## config.mk

```make
export PLATFORM = sky130hd
export DESIGN_NAME = e203_icb_rr_arbiter
export DESIGN_NICKNAME = d
export VERILOG_FILES = /design/src/rtl/e203_icb_rr_arbiter.sv
export SDC_FILE = /design/constraint.sdc
export NUM_CORES = 1
export LEC_CHECK = 0
export CAP_MARGIN = 5
export CORE_AREA = 2 2 125 127
export CTS_BUF_LIST = sky130_fd_sc_hd__clkbuf_8
export DETAILED_ROUTE_END_ITERATION = 16
export DIE_AREA = 0 0 127 129
export HOLD_SLACK_MARGIN = 0.15
export PLACE_DENSITY = 0.58
export SKIP_CTS_REPAIR_TIMING = 1
export SLEW_MARGIN = 20
export SYNTH_ARGS = -nofsm -noshare
export SYNTH_HDL_FRONTEND = slang
export SYNTH_SLANG_ARGS = --single-unit
```

## constraint.sdc

```tcl
create_clock -name clk -period 3.77 [get_ports clk]
set_input_delay 1.131 -clock clk [delete_from_list [all_inputs] [get_ports clk]]
set_output_delay 1.131 -clock clk [all_outputs]
set_load 0.02 [all_outputs]
```

## src/rtl/e203_icb_rr_arbiter.sv

```systemverilog
// Two-requester ICB arbiter: round-robin grant, combinational command path,
// in-order response return to the owning requester, ownership locked while
// transactions are outstanding.
module e203_icb_rr_arbiter #(
  parameter int unsigned AW       = 32,
  parameter int unsigned DW       = 32,
  parameter int unsigned OUTS_CNT = 2
) (
  input  logic              clk,
  input  logic              rst,

  input  logic              i0_icb_cmd_valid,
  output logic              i0_icb_cmd_ready,
  input  logic [AW-1:0]     i0_icb_cmd_addr,
  input  logic              i0_icb_cmd_read,
  input  logic [DW-1:0]     i0_icb_cmd_wdata,
  input  logic [DW/8-1:0]   i0_icb_cmd_wmask,
  output logic              i0_icb_rsp_valid,
  input  logic              i0_icb_rsp_ready,
  output logic              i0_icb_rsp_err,
  output logic [DW-1:0]     i0_icb_rsp_rdata,

  input  logic              i1_icb_cmd_valid,
  output logic              i1_icb_cmd_ready,
  input  logic [AW-1:0]     i1_icb_cmd_addr,
  input  logic              i1_icb_cmd_read,
  input  logic [DW-1:0]     i1_icb_cmd_wdata,
  input  logic [DW/8-1:0]   i1_icb_cmd_wmask,
  output logic              i1_icb_rsp_valid,
  input  logic              i1_icb_rsp_ready,
  output logic              i1_icb_rsp_err,
  output logic [DW-1:0]     i1_icb_rsp_rdata,

  output logic              o_icb_cmd_valid,
  input  logic              o_icb_cmd_ready,
  output logic [AW-1:0]     o_icb_cmd_addr,
  output logic              o_icb_cmd_read,
  output logic [DW-1:0]     o_icb_cmd_wdata,
  output logic [DW/8-1:0]   o_icb_cmd_wmask,
  input  logic              o_icb_rsp_valid,
  output logic              o_icb_rsp_ready,
  input  logic              o_icb_rsp_err,
  input  logic [DW-1:0]     o_icb_rsp_rdata
);

  localparam int unsigned MW = DW / 8;
  localparam int unsigned CW = $clog2(OUTS_CNT + 1);
  localparam logic [CW-1:0] CNT_MAX = CW'(OUTS_CNT);

  typedef struct packed {
    logic [AW-1:0] addr;
    logic          read;
    logic [DW-1:0] wdata;
    logic [MW-1:0] wmask;
  } cmd_t;

  logic          own;
  logic [CW-1:0] outs_cnt;
  logic          hold_vld;
  logic          hold_sel;

  logic          sel;
  logic          en;
  logic          cmd_hs;
  logic          rsp_hs;
  cmd_t          cmd0;
  cmd_t          cmd1;
  cmd_t          cmd_sel;

  assign cmd0 = '{addr: i0_icb_cmd_addr, read: i0_icb_cmd_read,
                  wdata: i0_icb_cmd_wdata, wmask: i0_icb_cmd_wmask};
  assign cmd1 = '{addr: i1_icb_cmd_addr, read: i1_icb_cmd_read,
                  wdata: i1_icb_cmd_wdata, wmask: i1_icb_cmd_wmask};

  // Grant selection: stall lock first, then owner lock, then round-robin.
  always_comb begin
    sel = own;
    if (hold_vld) begin
      sel = hold_sel;
    end else if (outs_cnt != '0) begin
      sel = own;
    end else if (i0_icb_cmd_valid && !i1_icb_cmd_valid) begin
      sel = 1'b0;
    end else if (i1_icb_cmd_valid && !i0_icb_cmd_valid) begin
      sel = 1'b1;
    end else if (i0_icb_cmd_valid && i1_icb_cmd_valid) begin
      sel = ~own;
    end
  end

  // Command path: issue enable, valid/ready and payload mux.
  always_comb begin
    en               = (outs_cnt < CNT_MAX) && ((outs_cnt == '0) || (sel == own));
    cmd_sel          = sel ? cmd1 : cmd0;
    o_icb_cmd_valid  = en && (sel ? i1_icb_cmd_valid : i0_icb_cmd_valid);
    o_icb_cmd_addr   = cmd_sel.addr;
    o_icb_cmd_read   = cmd_sel.read;
    o_icb_cmd_wdata  = cmd_sel.wdata;
    o_icb_cmd_wmask  = cmd_sel.wmask;
    i0_icb_cmd_ready = !sel && en && o_icb_cmd_ready;
    i1_icb_cmd_ready =  sel && en && o_icb_cmd_ready;
    cmd_hs           = o_icb_cmd_valid && o_icb_cmd_ready;
  end

  // Response path: valid and ready steered by the current owner.
  always_comb begin
    i0_icb_rsp_valid = !own && o_icb_rsp_valid;
    i1_icb_rsp_valid =  own && o_icb_rsp_valid;
    i0_icb_rsp_err   = o_icb_rsp_err;
    i1_icb_rsp_err   = o_icb_rsp_err;
    i0_icb_rsp_rdata = o_icb_rsp_rdata;
    i1_icb_rsp_rdata = o_icb_rsp_rdata;
    o_icb_rsp_ready  = own ? i1_icb_rsp_ready : i0_icb_rsp_ready;
    rsp_hs           = o_icb_rsp_valid && o_icb_rsp_ready;
  end

  // Ownership, stall lock and outstanding-transaction counter.
  always_ff @(posedge clk or posedge rst) begin
    if (rst) begin
      own      <= 1'b1;
      outs_cnt <= '0;
      hold_vld <= 1'b0;
      hold_sel <= 1'b0;
    end else begin
      hold_vld <= o_icb_cmd_valid && !o_icb_cmd_ready;
      hold_sel <= sel;
      if (cmd_hs) begin
        own <= sel;
      end
      if (cmd_hs && !rsp_hs) begin
        outs_cnt <= outs_cnt + CW'(1);
      end else if (rsp_hs && !cmd_hs && (outs_cnt != '0)) begin
        outs_cnt <= outs_cnt - CW'(1);
      end
    end
  end

endmodule
```

== Word-level counts from Yosys, hierarchy flattened ==
Index checks and enable logic that the tools add are counted.
Cells by class
  mux-type cells: 10
  $add $sub $neg: 2
  reductions and logical operators: 28
  bitwise gates (word level): 1
  order comparisons: 1
  eq/ne operators: 1
Operators with widths (number)
  two-way mux 69 bit: 1
  logical AND 1 bit: 17
  logical NOT 1 bit: 7
  two-way mux 1 bit: 7
  two-way mux 2 bit: 2
  nonzero test 2 bit: 2
  adder 2 x 1 -> 2 bit (second input constant): 1
  logical NOT 2 bit: 1
  < comparator 2 bit (second input constant): 1
  subtractor 2 x 1 -> 2 bit (second input constant): 1
  == test 1 bit: 1
  logical OR 1 bit: 1
  NOT 1 bit: 1
Word-level totals
  logic and storage cells: 47
  bits in registers: 5
  output and inout bits: 141

== Longest topological paths before layout ==
  word-level depth: 16
  mapped depth: 8
  gate-level depth less buffers: 6

== Worst setup path after synthesis ==
No wires, ideal clock.
  path type: input to output
  start point: in i1_icb_cmd_valid
  end point: out o_icb_cmd_addr[0]
  arrival time: 2152 ps
  path buffers: 2
  setup slack: 487 ps
  stages on the path: 6
  required time: 2639 ps
  cell sequence: a21oi_1 -> a31o_1 -> o21a_1 -> buf_6 -> buf_12 -> mux2_4
On the way
  cells in the longest elaborated chain, start to end: 7
Ends and longest elaborated chain
  from (decl): line 23  | input logic i1_icb_cmd_valid,
  logical AND 1 bit: line 86  | end else if (i0_icb_cmd_valid && i1_icb_cmd_valid) begin
  two-way mux 1 bit: line 86
  two-way mux 1 bit: line 84  | end else if (i1_icb_cmd_valid && !i0_icb_cmd_valid) begin
  two-way mux 1 bit (*): line 82  | end else if (i0_icb_cmd_valid && !i1_icb_cmd_valid) begin
  two-way mux 1 bit (*): line 80  | end else if (outs_cnt != '0) begin
  two-way mux 1 bit (*): line 78  | if (hold_vld) begin
  two-way mux 69 bit (*): line 94  | cmd_sel = sel ? cmd1 : cmd0;
  to (decl): line 36  | output logic [AW-1:0] o_icb_cmd_addr,
Mark *: on every way between the ends. The rest lies on a longest branch, timed or not.

== Worst setup path after layout ==
  start point: in i0_icb_cmd_valid
  end point: out o_icb_cmd_addr[28]
On the way
  cells in the longest elaborated chain, start to end: 7
Ends and longest elaborated chain
  from (decl): line 12  | input logic i0_icb_cmd_valid,
  logical AND 1 bit or logical NOT 1 bit (tied branches): line 86, 84
  two-way mux 1 bit or logical AND 1 bit (tied branches): line 86, 84
  two-way mux 1 bit: line 84
  two-way mux 1 bit (*): line 82
  two-way mux 1 bit (*): line 80
  two-way mux 1 bit (*): line 78
  two-way mux 69 bit (*): line 94
Marked as above.

==> results.json <==
{
  "antenna_found_initial": 0,
  "core_area_um2": 15000,
  "detail_route.iter0.violations": 56,
  "leakagePower_nw": 2.07,
  "finalCritPeriodShare": 0.991,
  "n_antenna_cell": 0,
  "grt_pass1_wl_um": 12900,
  "hpwl_um": 7990,
  "synth_commonest_cells": "mux2_4 (67), buf_4 (66), buf_12 (6)",
  "powerDensity_nw_per_um2": 738,
  "port_buffers": 220,
  "timing.hold.ws_ns": 0.558,
  "ios": 320,
  "rows": 45,
  "yosysWarnings": 0,
  "startpoint_type": "input pin",
  "die_h_um": 129,
  "worst_pin_slew_ns": 0.384,
  "insertion_delay_ns": 0.22,
  "nets": 540,
  "syn_nets": 364,
  "path_clk_slew_ns": 0.03,
  "detail-route-antenna-nets": 0,
  "cts_tree": "yes",
  "clockBufferDepth": 2,
  "dr.pass1.iters": 4,
  "die_x_um": 127,
  "rsz0062_at_grt": "no",
  "yosysMostFrequentCell": "mux2_4",
  "async_flop_share": 1.00,
  "synth_ff_type": "dfrtp_1",
  "htreeDepth": 1,
  "hold_viol_final": 0,
  "syn_inst": 185,
  "grt-ovfl-total": 0,
  "grt_max_degree": 18,
  "area_growth_pct": 97.8,
  "cp-end-kind": "output port",
  "drc": 0,
  "synth_seq_cells": 5,
  "synth_top_cell_area_share": 0.496,
  "synth_area_leader_cell": "mux2_4",
  "die-area_um2": 16400,
  "cts_sinks": 5,
  "holdCritPathClass": "register to register",
  "slew-limit-headroom": 0.743,
  "grt_pass1_vias": 2169,
  "ys_seq_area_frac": 0.0623,
  "r2r_setup_slack_ns": 2.00,
  "groute.usage.overall": 0.101,
  "crit_type": "input pin to output port",
  "setup_viol": 0,
  "fmax_ghz": 0.268,
  "syn-mean-instance-area_um2": 11.0,
  "cap_violations": 0,
  "finalWorstPathRequiredPeriod_ns": 3.73,
  "netlist_top_cells_area": "mux2_4 (50%), buf_4 (24%), buf_12 (5.9%), dfrtp_1 (4.9%), mux2_2 (2.2%)",
  "crit_required_ns": 2.64,
  "cts_root_buf": "clkbuf_8",
  "synth_edf_count": 0,
  "fin_setup_tns_ns": 0,
  "cts_buffers": 3,
  "finalMaxSlewViolations": 0,
  "routedWlPerCell_um": 17.7,
  "ys_types": 30,
  "start_util": 0.135,
  "routed_wl_um": 9700,
  "drive_gt1_frac": 0.414,
  "netlist_area_um2": 2030,
  "n_fill_cell": 1596,
  "critPathMaxFanout": 15,
  "num_vias": 2029,
  "skew_ns": 0.00233,
  "cp.arrival_ns": 2.60,
  "vias_per_cell": 3.70,
  "irDropWorstVdd_mv": 0.362,
  "gp_congestion": 0.805,
  "status": "complete, no violations"
}
## placed cells by master, fill, tap and decap left out, types with 2 or more instances in the layout
cell type	synthesis	layout
mux2_2	4	4
buf_4	66	27
dlymetal6s2s_1	0	31
mux2i_1	2	2
nor2_1	3	3
nand2_1	4	4
clkdlybuf4s50_1	0	146
clkbuf_8	0	3
dfrtp_1	4	4
buf_12	6	3
mux2_4	67	67
o21ai_0	4	4
o21a_4	0	2
xor2_1	2	2
buf_2	1	2
clkbuf_2	0	34
buf_6	1	2
inv_1	4	5
## cell families after synthesis
| logic type | share of synthesized area |
|---|---|
| AOI/OAI and AO/OA | 0.0407 |
| muxes | 0.528 |
| xor gates and xnor gates | 0.00864 |
| and+or+nand+nor | 0.0339 |
| buffers and inverters | 0.326 |
| DFF | 0.0623 |
## power breakdown
part | internal [W] | switching (W) | total (W) | leakage [nW]
clock | 0.0000696 | 0.0000245 | 0.0000941 | 0.0269
sequential | 0.0000837 | 0.0000447 | 0.000128 | 0.0608
combinational | 0.00148 | 0.00126 | 0.00274 | 1.99
total | 0.00163 | 0.00133 | 0.00296 | 2.07
## registers in the layout (all words and copies together), names as in the netlist
register,cells
hold_sel,1
hold_vld,1
outs_cnt,2
own,1
## path summary, 6_finish.rpt
path                             startpoint            endpoint  depth (start not counted)
setup reg to reg                        own         outs_cnt[0]                          5
hold reg to reg                         own                 own                          2
min in group asynchronous               rst            hold_vld                          2
hold / removal                          own                 own                          2
max in group asynchronous               rst                 own                          2
setup / recovery           i0_icb_cmd_valid  o_icb_cmd_addr[28]                          7
## layer usage
metal | GRT usage | part of all wire | wire length (µm)
met2 | 0.185 | 0.50 | 4810
met4 | 0.00840 | 0.0049 | 48
met5 | 0 | 0 | 0
met3 | 0.0328 | 0.11 | 1100
met1 | 0.120 | 0.39 | 3750
## worst max-delay path, cell delays in order
cell,delay [ns]
dlymetal6s2s_1,0.15
a31o_4,0.27
o21a_4,0.26
buf_4,0.16
buf_12,0.15
mux2_4,0.31
clkbuf_2,0.16
## area by class of cell
cell class                 count  area [µm²]  share of cell area
clock buffer                   3        41.3              0.0103
clock inverter                 1        3.75            0.000936
inverter                       4        15.0             0.00374
multi-input combinational    102        1270               0.318
sequential                     5         126              0.0315
tap                          188         235              0.0586
timing repair buffer         245        2310               0.577
## stage by stage
| stage | setup slack, ns | power (W) | cell area [µm²] | util | cells |
|---|---|---|---|---|---|
| after floorplan | 0.487 | 0.00201 | 2030 | - | 185 |
| after global placement | -0.688 | 0.00293 | 4000 | 0.267 | 537 |
| after detailed placement | -0.675 | 0.00295 | 4000 | 0.267 | 537 |
| after CTS | -0.683 | 0.00307 | 4050 | 0.270 | 541 |
| after global routing | 0.00104 | 0.00310 | 4010 | 0.268 | 548 |
| final | 0.0358 | 0.00296 | 4010 | 0.268 | 548 |
Note: power is estimated with default switching activity, not from simulation.
